### src/rtl/qbus_slave_cycle.sv
// QBUS slave data-transfer sequencer: synchronizes bus strobes, latches address/data,
// and sequences DATI / DATO(B) / DATIO(B) cycles against a single decoding device.
module qbus_slave_cycle #(
  parameter int unsigned READ_DELAY = 2
) (
  input  logic        qclk,
  input  logic        reset_n,
  input  logic [21:0] RDAL,
  input  logic        RBS7_in,
  input  logic        RSYNC,
  input  logic        RDIN,
  input  logic        RDOUT,
  input  logic        RWTBT,
  input  logic        RINIT,
  output logic [21:0] RAL,
  output logic        RBS7,
  output logic [15:0] RDL,
  output logic        write_byte,
  output logic        write_pulse,
  input  logic        addr_match,
  input  logic [15:0] TDL,
  output logic [15:0] TDAL,
  output logic        tdal_oe,
  output logic        TRPLY
);

  typedef enum logic [2:0] {
    IDLE, DECODE, NOMATCH, ARMED, RDRIVE, WPULSE, RELEASE, WAITSYNC
  } state_t;

  localparam logic [3:0] RD_LOAD = 4'(READ_DELAY);

  logic [1:0] sync_r, din_r, dout_r, init_r, wtbt_r;
  logic       sync, din, dout, init, wtbt;
  logic       sync_low_seen;
  state_t     state, state_d;
  logic [3:0] cnt, cnt_d;
  logic       trply_d, oe_d, wp_d;
  logic       rd_cyc, rd_cyc_d;
  logic       ld_rdl;

  assign sync = sync_r[1];
  assign din  = din_r[1];
  assign dout = dout_r[1];
  assign init = init_r[1];
  assign wtbt = wtbt_r[1];

  always_ff @(posedge qclk or negedge reset_n) begin
    if (!reset_n) begin
      sync_r <= '0;
      din_r  <= '0;
      dout_r <= '0;
      init_r <= '0;
      wtbt_r <= '0;
    end else begin
      sync_r <= {sync_r[0], RSYNC};
      din_r  <= {din_r[0],  RDIN};
      dout_r <= {dout_r[0], RDOUT};
      init_r <= {init_r[0], RINIT};
      wtbt_r <= {wtbt_r[0], RWTBT};
    end
  end

  always_ff @(posedge qclk or negedge reset_n) begin
    if (!reset_n) begin
      state         <= IDLE;
      cnt           <= '0;
      TRPLY         <= 1'b0;
      tdal_oe       <= 1'b0;
      write_pulse   <= 1'b0;
      rd_cyc        <= 1'b0;
      sync_low_seen <= 1'b0;
      RAL           <= '0;
      RBS7          <= 1'b0;
      RDL           <= '0;
      write_byte    <= 1'b0;
    end else begin
      state       <= state_d;
      cnt         <= cnt_d;
      TRPLY       <= trply_d;
      tdal_oe     <= oe_d;
      write_pulse <= wp_d;
      rd_cyc      <= rd_cyc_d;
      // A SYNC already high when leaving reset/INIT must drop before it can start a cycle.
      if (init)
        sync_low_seen <= 1'b0;
      else if (!sync)
        sync_low_seen <= 1'b1;
      if (state == IDLE && sync_low_seen && RSYNC && !sync_r[0] && !init) begin
        RAL  <= RDAL;
        RBS7 <= RBS7_in;
      end
      if (ld_rdl) begin
        RDL        <= RDAL[15:0];
        write_byte <= wtbt;
      end
    end
  end

  always_comb begin
    state_d  = state;
    cnt_d    = cnt;
    trply_d  = 1'b0;
    oe_d     = 1'b0;
    wp_d     = 1'b0;
    rd_cyc_d = rd_cyc;
    ld_rdl   = 1'b0;
    if (init) begin
      state_d = IDLE;
      cnt_d   = '0;
    end else begin
      case (state)
        IDLE:     if (sync && sync_low_seen) state_d = DECODE;
        DECODE:   state_d = addr_match ? ARMED : NOMATCH;
        NOMATCH:  if (!sync) state_d = IDLE;
        ARMED: begin
          if (din) begin
            state_d  = RDRIVE;
            oe_d     = 1'b1;
            cnt_d    = RD_LOAD;
            rd_cyc_d = 1'b1;
          end else if (dout) begin
            state_d  = WPULSE;
            wp_d     = 1'b1;
            trply_d  = 1'b1;
            ld_rdl   = 1'b1;
            rd_cyc_d = 1'b0;
          end else if (!sync) begin
            state_d = IDLE;
          end
        end
        RDRIVE: begin
          oe_d = 1'b1;
          if (cnt <= 4'd1) begin
            cnt_d   = '0;
            trply_d = 1'b1;
            state_d = RELEASE;
          end else begin
            cnt_d = cnt - 4'd1;
          end
        end
        WPULSE: begin
          trply_d = 1'b1;
          state_d = RELEASE;
        end
        RELEASE: begin
          if (rd_cyc ? din : dout) begin
            trply_d = 1'b1;
            oe_d    = rd_cyc;
          end else begin
            state_d = WAITSYNC;
          end
        end
        WAITSYNC: state_d = sync ? ARMED : IDLE;
        default:  state_d = IDLE;
      endcase
    end
  end

  assign TDAL = tdal_oe ? TDL : '0;

endmodule

### config.mk
export PLATFORM = sky130hd
export DESIGN_NAME = qbus_slave_cycle
export DESIGN_NICKNAME = d
export VERILOG_FILES = /design/src/rtl/qbus_slave_cycle.sv
export SDC_FILE = /design/constraint.sdc
export NUM_CORES = 1
export LEC_CHECK = 0
export CORE_MARGIN = 1.5
export CORE_UTILIZATION = 41
export DETAILED_ROUTE_END_ITERATION = 8
export DONT_BUFFER_PORTS = 1
export HOLD_SLACK_MARGIN = 0.08
export PLACE_DENSITY_LB_ADDON = 0.3
export SYNTH_ARGS = -nofsm -noshare
export SYNTH_HDL_FRONTEND = slang
export SYNTH_SLANG_ARGS = --single-unit
### constraint.sdc
create_clock -name qclk -period 1.85 [get_ports qclk]
set_input_delay 0.555 -clock qclk [delete_from_list [all_inputs] [get_ports qclk]]
set_output_delay 0.555 -clock qclk [all_outputs]
set_load 0.05 [all_outputs]
==> results of run 1 <==
[metal layers]
metal  routed length (microns)  vias to the layer above  GRT usage (%)  part of all wire (%)
met2                      2170                       93           20.4                    45
li1                          -                      679              -                     -
met3                       610                        7           9.44                    13
met5                         0                        -              0                     0
met4                        63                        0           5.51                   1.3
met1                      2030                      739           18.7                    42
[power by group through the flow]
stage	Combinational, W	Sequential, W	Clock, W
after global placement	0.000681	0.00329	0
after global routing	0.000756	0.00331	0.00135
final	0.000700	0.00326	0.00125
after floorplan	0.000679	0.00316	0
after detailed placement	0.000706	0.00329	0
after CTS	0.000706	0.00327	0.00128
[timing repair]
item,in CTS,in global routing
gates resized for setup,0,1
hold endpoints to repair,62,62
endpoints found under the setup margin,0,16
[through the flow]
step	worst slack (ns)	std cells	hold slack [ns]
final	0.138	283	-0.0955
after global routing	0.00737	283	-0.123
after CTS	0.00514	283	-0.107
after detailed placement	0.171	269	0.261
after global placement	0.269	269	0.261
after floorplan	0.0649	190	0.259
[critical path: stages (launching register included)]
cell	delay, ns
dfrtp_2	0.47
and2_1	0.20
buf_12	0.15
[synthesized netlist by cell type (all sizes together) (2+ instances only)]
master	count
inv	7
nor2	9
buf	7
and2	16
o21ai	3
nor3	4
ha	2
nand3b	2
mux2	40
o22ai	2
nor2b	5
a21oi	3
dfrtp	62
nand2	7
[path summary, 6_finish.rpt]
kind | from | end | cells past startpoint
min in group qclk | RINIT | init_r[0]$_DFF_PN0_ | 0
max in group asynchronous | reset_n | tdal_oe$_DFF_PN0_ | 0
hold / removal | reset_n | RAL[16]$_DFFE_PN0P_ | 0
hold reg to reg | dout_r[0]$_DFF_PN0_ | dout_r[1]$_DFF_PN0_ | 0
setup reg to reg | cnt[0]$_DFFE_PN0P_ | cnt[2]$_DFFE_PN0P_ | 6
setup / recovery | tdal_oe$_DFF_PN0_ | TDAL[0] | 2
[kinds of logic (layout without fill, tap and decap cells)]
kind of cell	Yosys count	in the layout	share of synthesized area (%)
buf+inv	15	31	3.42
mux	41	41	21.0
flops	62	62	57.3
xor+xnor	1	1	0.323
fa+ha+maj	2	2	0.924
simple gates	49	49	11.6
compound gates	20	20	5.45
[cell type report]
cell class	instances	area (sq um)
clock inverters	4	73.8
well taps	77	96.3
clock buffers	10	128
inverters	7	26.3
multi-input cells	113	1080
flip-flops and latches	62	1550
fillers	551	3230
repair buffers	10	163
[sequential cells by signal, indices dropped and copies added (netlist names), 2 cells and up]
signal and cells:
RAL 22, RDL 16, cnt 4, state 3, din_r 2, dout_r 2
init_r 2, sync_r 2, wtbt_r 2
==> flow_metrics.py, run 1 <==
metrics = {
    "outcome": {
        "outcome": "finished with violations",
        "violations": "hold timing",
    },
    "cts": {
        "cts_setup_buffers": 0,
        "clkSinkCount": 62,
        "cts_tree": "built",
        "ctsHtreeMaxLevel": 3,
        "insertion_delay_ns": 0.34,
        "cts.clk_slew.worst_paths_ns": 0.07,
        "root_buffer": "clkbuf_8",
        "clk_path_buf_depth": 2,
        "cts_buffers": 9,
    },
    "layout": {
        "fin_nets": 252,
        "drive_above_1_share_pct": 39.3,
        "final_core_util_pct": 49.1,
        "final_common_cell": "dfrtp_1",
        "mostFrequentLayoutCells": "dfrtp_1, mux2_4, mux2_2, and2_2, clkbuf_8",
        "area_growth_pct": 15.1,
        "insertedDiodeCount": 0,
        "fin_area_sq_um": 3120,
    },
    "synth": {
        "synth-seq-cells": 62,
        "synth_area_leader_cell": "dfrtp_1",
        "yosys.cell_types.count": 43,
        "synth_nets": 239,
        "syn_avg_cell_area_sq_um": 14.3,
        "seq_area_frac_synth_pct": 57.3,
        "netlist_top_cells_area": "dfrtp_1, mux2_4, mux2_2, and2_1, buf_6",
        "synth_flop_cell": "dfrtp_1",
        "syn_inst": 190,
        "async_flop_share_pct": 100,
        "synth_top_area_share_pct": 57.3,
        "syn_area_sq_um": 2710,
        "synth_edf_count": 0,
        "yosys_warnings": 0,
    },
    "min_path": {
        "hp-class": "in -> async",
    },
    "placed_design": {
        "dpl_cell_area_sq_um": 2910,
        "place_congestion": 0.791,
        "port-buffer-count": 0,
        "post-dp-hpwl_microns": 3420,
    },
    "power": {
        "peakVddDrop_mv": 1.08,
        "power_switching_w": 0.00226,
        "power.density_nw_per_um2": 1670,
        "p_int_w": 0.00294,
        "pwr-share-clk_pct": 23.9,
        "p_seq_share_pct": 62.6,
        "total_power_w": 0.00521,
        "pwr-share-comb_pct": 13.4,
        "p_leak_nw": 1.50,
        "p_sw_share_pct": 43.5,
    },
    "global_route": {
        "grtUsageTotal_pct": 14.8,
        "antenna_found_initial": 0,
        "grt_overflow": 0,
        "grt_pass1_wl_microns": 7990,
        "grt_pass1_vias": 1618,
        "grt_max_degree": 63,
    },
    "die": {
        "rows": 29,
        "coreArea_sq_um": 6350,
        "die-width_microns": 84.3,
        "ios": 106,
        "dieArea_sq_um": 7100,
        "start_util_pct": 42.7,
        "die_h_microns": 84.3,
    },
    "detailed_routing": {
        "vias": 1518,
        "dr.pass1.iters": 4,
        "totalWireLength_microns": 4870,
        "initialDrtViolationCount": 52,
        "wl_per_cell_microns": 17.2,
        "viasPerCell": 5.36,
        "drtAntennaViolNets": 0,
        "drc": 0,
    },
    "critical_path": {
        "cp_max_fo": 17,
        "critPathArrivalTime_ns": 1.16,
        "crit_type": "reg -> out",
        "end_kind": "output pin",
        "start_kind": "register",
        "reg2reg_slack_ns": 0.17,
        "crit_required_ns": 1.29,
    },
    "sta": {
        "setup_viol": 0,
        "fin_crit_ns": 1.71,
        "skew_ns": 0.00836,
        "final_max_slew_viol_count": 0,
        "fin_crit_sh_pct": 92.5,
        "rsz0062_at_grt": "false",
        "worst-slew-pin-transition_ns": 0.525,
        "fmax_mhz": 584,
        "hold_ws_ns": -0.0955,
        "max_slew_margin_pct": 64.4,
        "tns_ns": 0,
        "hold_viol_final": 62,
    },
    "job": {
        "drv_cap": 0,
    },
}
No activity file was read; power rests on OpenSTA's default activity.
==> run 2, diff against run 1 <==
--- a/config.mk
+++ b/config.mk
@@ -11,6 +11,7 @@
 export DONT_BUFFER_PORTS = 1
 export HOLD_SLACK_MARGIN = 0.08
 export PLACE_DENSITY_LB_ADDON = 0.3
+export SETUP_SLACK_MARGIN = 0.5
 export SYNTH_ARGS = -nofsm -noshare
 export SYNTH_HDL_FRONTEND = slang
 export SYNTH_SLANG_ARGS = --single-unit
==> run 2 against run 1 <==
The run still ends with hold timing left. Largest cell class unchanged. Final cell count up 12%. Largest power group unchanged. Register-to-register slack better by 0.23 ns. Sequential power grew 2%.
==> flow_metrics.py, run 2 (same netlist as run 1, synthesis figures left out) <==
metrics = {
    "critical_path": {
        "slowest_delay_ns": 0.42,
        "cp_top_family": "flip-flops",
        "crit_chain": "buf_6 > and2_4",
        "r2r_end": "RDL[12]$_DFFE_PN0P_",
        "crit_buf_inv": 1,
        "crit_type": "reg -> out",
        "crit_path_start": "tdal_oe$_DFF_PN0_",
        "critPathSlowestCell": "dfrtp_2",
        "start_kind": "register",
        "critPathArrivalTime_ns": 1.09,
        "reg2reg_slack_ns": 0.40,
        "rr_startpoint": "state[2]$_DFFE_PN0P_",
        "cp.depth": 2,
        "end_kind": "output pin",
        "crit_required_ns": 1.29,
        "crit_path_end": "TDAL[7]",
        "reg2reg_depth": 6,
        "cp_max_fo": 6,
    },
    "sta": {
        "skew_ns": 0.0135,
        "setup_ws_ns": 0.200,
        "worst-slew-pin-transition_ns": 0.296,
        "fin_crit_ns": 1.65,
        "hold_ws_ns": -0.100,
        "setup_viol": 0,
        "fmax_mhz": 606,
        "fin_crit_sh_pct": 89.2,
        "hold_viol_final": 62,
        "rsz0062_at_grt": "true",
        "max_slew_margin_pct": 80.3,
        "final_max_slew_viol_count": 0,
        "tns_ns": 0,
    },
    "placed_design": {
        "preCtsSetupSlack_ns": 0.229,
        "place_congestion": 0.789,
        "post-dp-hpwl_microns": 3350,
        "port-buffer-count": 0,
        "dpl_cell_area_sq_um": 2840,
    },
    "layout": {
        "fin_area_sq_um": 3590,
        "fillers": 506,
        "mostFrequentLayoutCells": "dfrtp_2, mux2_4, buf_4, and2_4, dfrtp_1",
        "seqCellArea_sq_um": 1610,
        "area_growth_pct": 32.6,
        "final_common_cell": "dfrtp_2",
        "largest_reg_flops": 22,
        "drive_above_1_share_pct": 77.4,
        "insertedDiodeCount": 0,
        "fin_nets": 283,
        "largest_register": "RAL",
        "multi_input_area_sq_um": 1280,
        "top_regs": "RAL: 22 flops, RDL: 16 flops, cnt: 4 flops",
    },
    "die": {
        "die-width_microns": 84.3,
        "rows": 29,
        "start_util_pct": 42.7,
        "die_h_microns": 84.3,
        "ios": 106,
        "dieArea_sq_um": 7100,
        "coreArea_sq_um": 6350,
    },
    "cts": {
        "root_buffer": "clkbuf_8",
        "clk_path_buf_depth": 2,
        "cts.clk_slew.worst_paths_ns": 0.08,
        "cts_tree": "built",
        "ctsHtreeMaxLevel": 3,
        "cts_buffers": 9,
        "insertion_delay_ns": 0.34,
        "clkSinkCount": 62,
    },
    "outcome": {
        "outcome": "finished with violations",
        "violations": "hold timing",
    },
    "global_route": {
        "grt_overflow": 0,
        "grtUsageTotal_pct": 16.6,
        "grt_pass1_vias": 1792,
        "grt_max_degree": 63,
        "grt_pass1_wl_microns": 8970,
        "antenna_found_initial": 0,
    },
    "power": {
        "p_int_w": 0.00309,
        "peakVddDrop_mv": 1.33,
        "p_leak_nw": 1.67,
        "pwr-share-comb_pct": 17.2,
        "total_power_w": 0.00549,
        "p_seq_share_pct": 60.8,
        "p_sw_share_pct": 43.7,
        "power.density_nw_per_um2": 1530,
        "power_switching_w": 0.00240,
        "pwr-share-clk_pct": 22.1,
    },
    "detailed_routing": {
        "viasPerCell": 5.26,
        "totalWireLength_microns": 5710,
        "wl_per_cell_microns": 18.1,
        "drtAntennaViolNets": 0,
        "drc": 0,
        "dr.pass1.iters": 4,
        "initialDrtViolationCount": 49,
        "vias": 1663,
    },
    "job": {
        "drv_cap": 0,
    },
    "min_path": {
        "hp-class": "in -> async",
    },
}
run 2: what timing repair did:
action,in CTS,in global routing
cloned,2,0
hold endpoints to repair,62,62
pin swaps,17,19
resized for setup,80,16
buffers inserted,27,7
endpoints found under the setup margin,106,108
run 2: layout make-up:
class | instances | area share (%)
flip-flops and latches | 62 | 44.8
well taps | 77 | 2.68
repair buffers | 39 | 10.3
multi-input cells | 115 | 35.7
clock buffers | 10 | 3.83
clock inverters | 6 | 1.92
inverters | 7 | 0.732
run 2: worst min path at each step:
stage | startpoint | slack, ns | to | cells past startpoint
finish | reset_n | -0.10 | RAL[14]$_DFFE_PN0P_ | 0
global route | reset_n | -0.12 | RAL[14]$_DFFE_PN0P_ | 0
CTS | reset_n | -0.12 | RAL[13]$_DFFE_PN0P_ | 0
detailed placement | reset_n | 0.26 | din_r[0]$_DFF_PN0_ | 0
global placement | reset_n | 0.26 | din_r[0]$_DFF_PN0_ | 0
floorplan | reset_n | 0.26 | RAL[0]$_DFFE_PN0P_ | 0
run 2: worst reg2reg max path: stages (launching register included):
cell and delay [ns]:
dfrtp_1 0.43, nand3b_4 0.19, nor2_4 0.14, buf_6 0.13, nand2_8 0.06, buf_12 0.12
mux2_2 0.26
run 2: stage by stage:
step,std cells,util [%],hold WS [ns]
final,316,56.6,-0.100
after global routing,316,56.6,-0.125
after CTS,309,54.7,-0.119
after detailed placement,264,44.7,0.261
after global placement,264,44.7,0.261
after floorplan,190,-,0.259
run 2: metal layers:
layer	GRT usage [%]	routed length (microns)
met1	20.0	2270
met3	8.06	590
met2	25.9	2730
met5	0	0
met4	6.56	111
run 2: power by group through the flow:
stage               combinational [W]  clock (W)  sequential, W
floorplan                    0.000694          0        0.00317
global placement             0.000696          0        0.00328
detailed placement           0.000720          0        0.00328
CTS                          0.000880    0.00126        0.00334
global route                  0.00101    0.00131        0.00339
finish                       0.000942    0.00121        0.00334
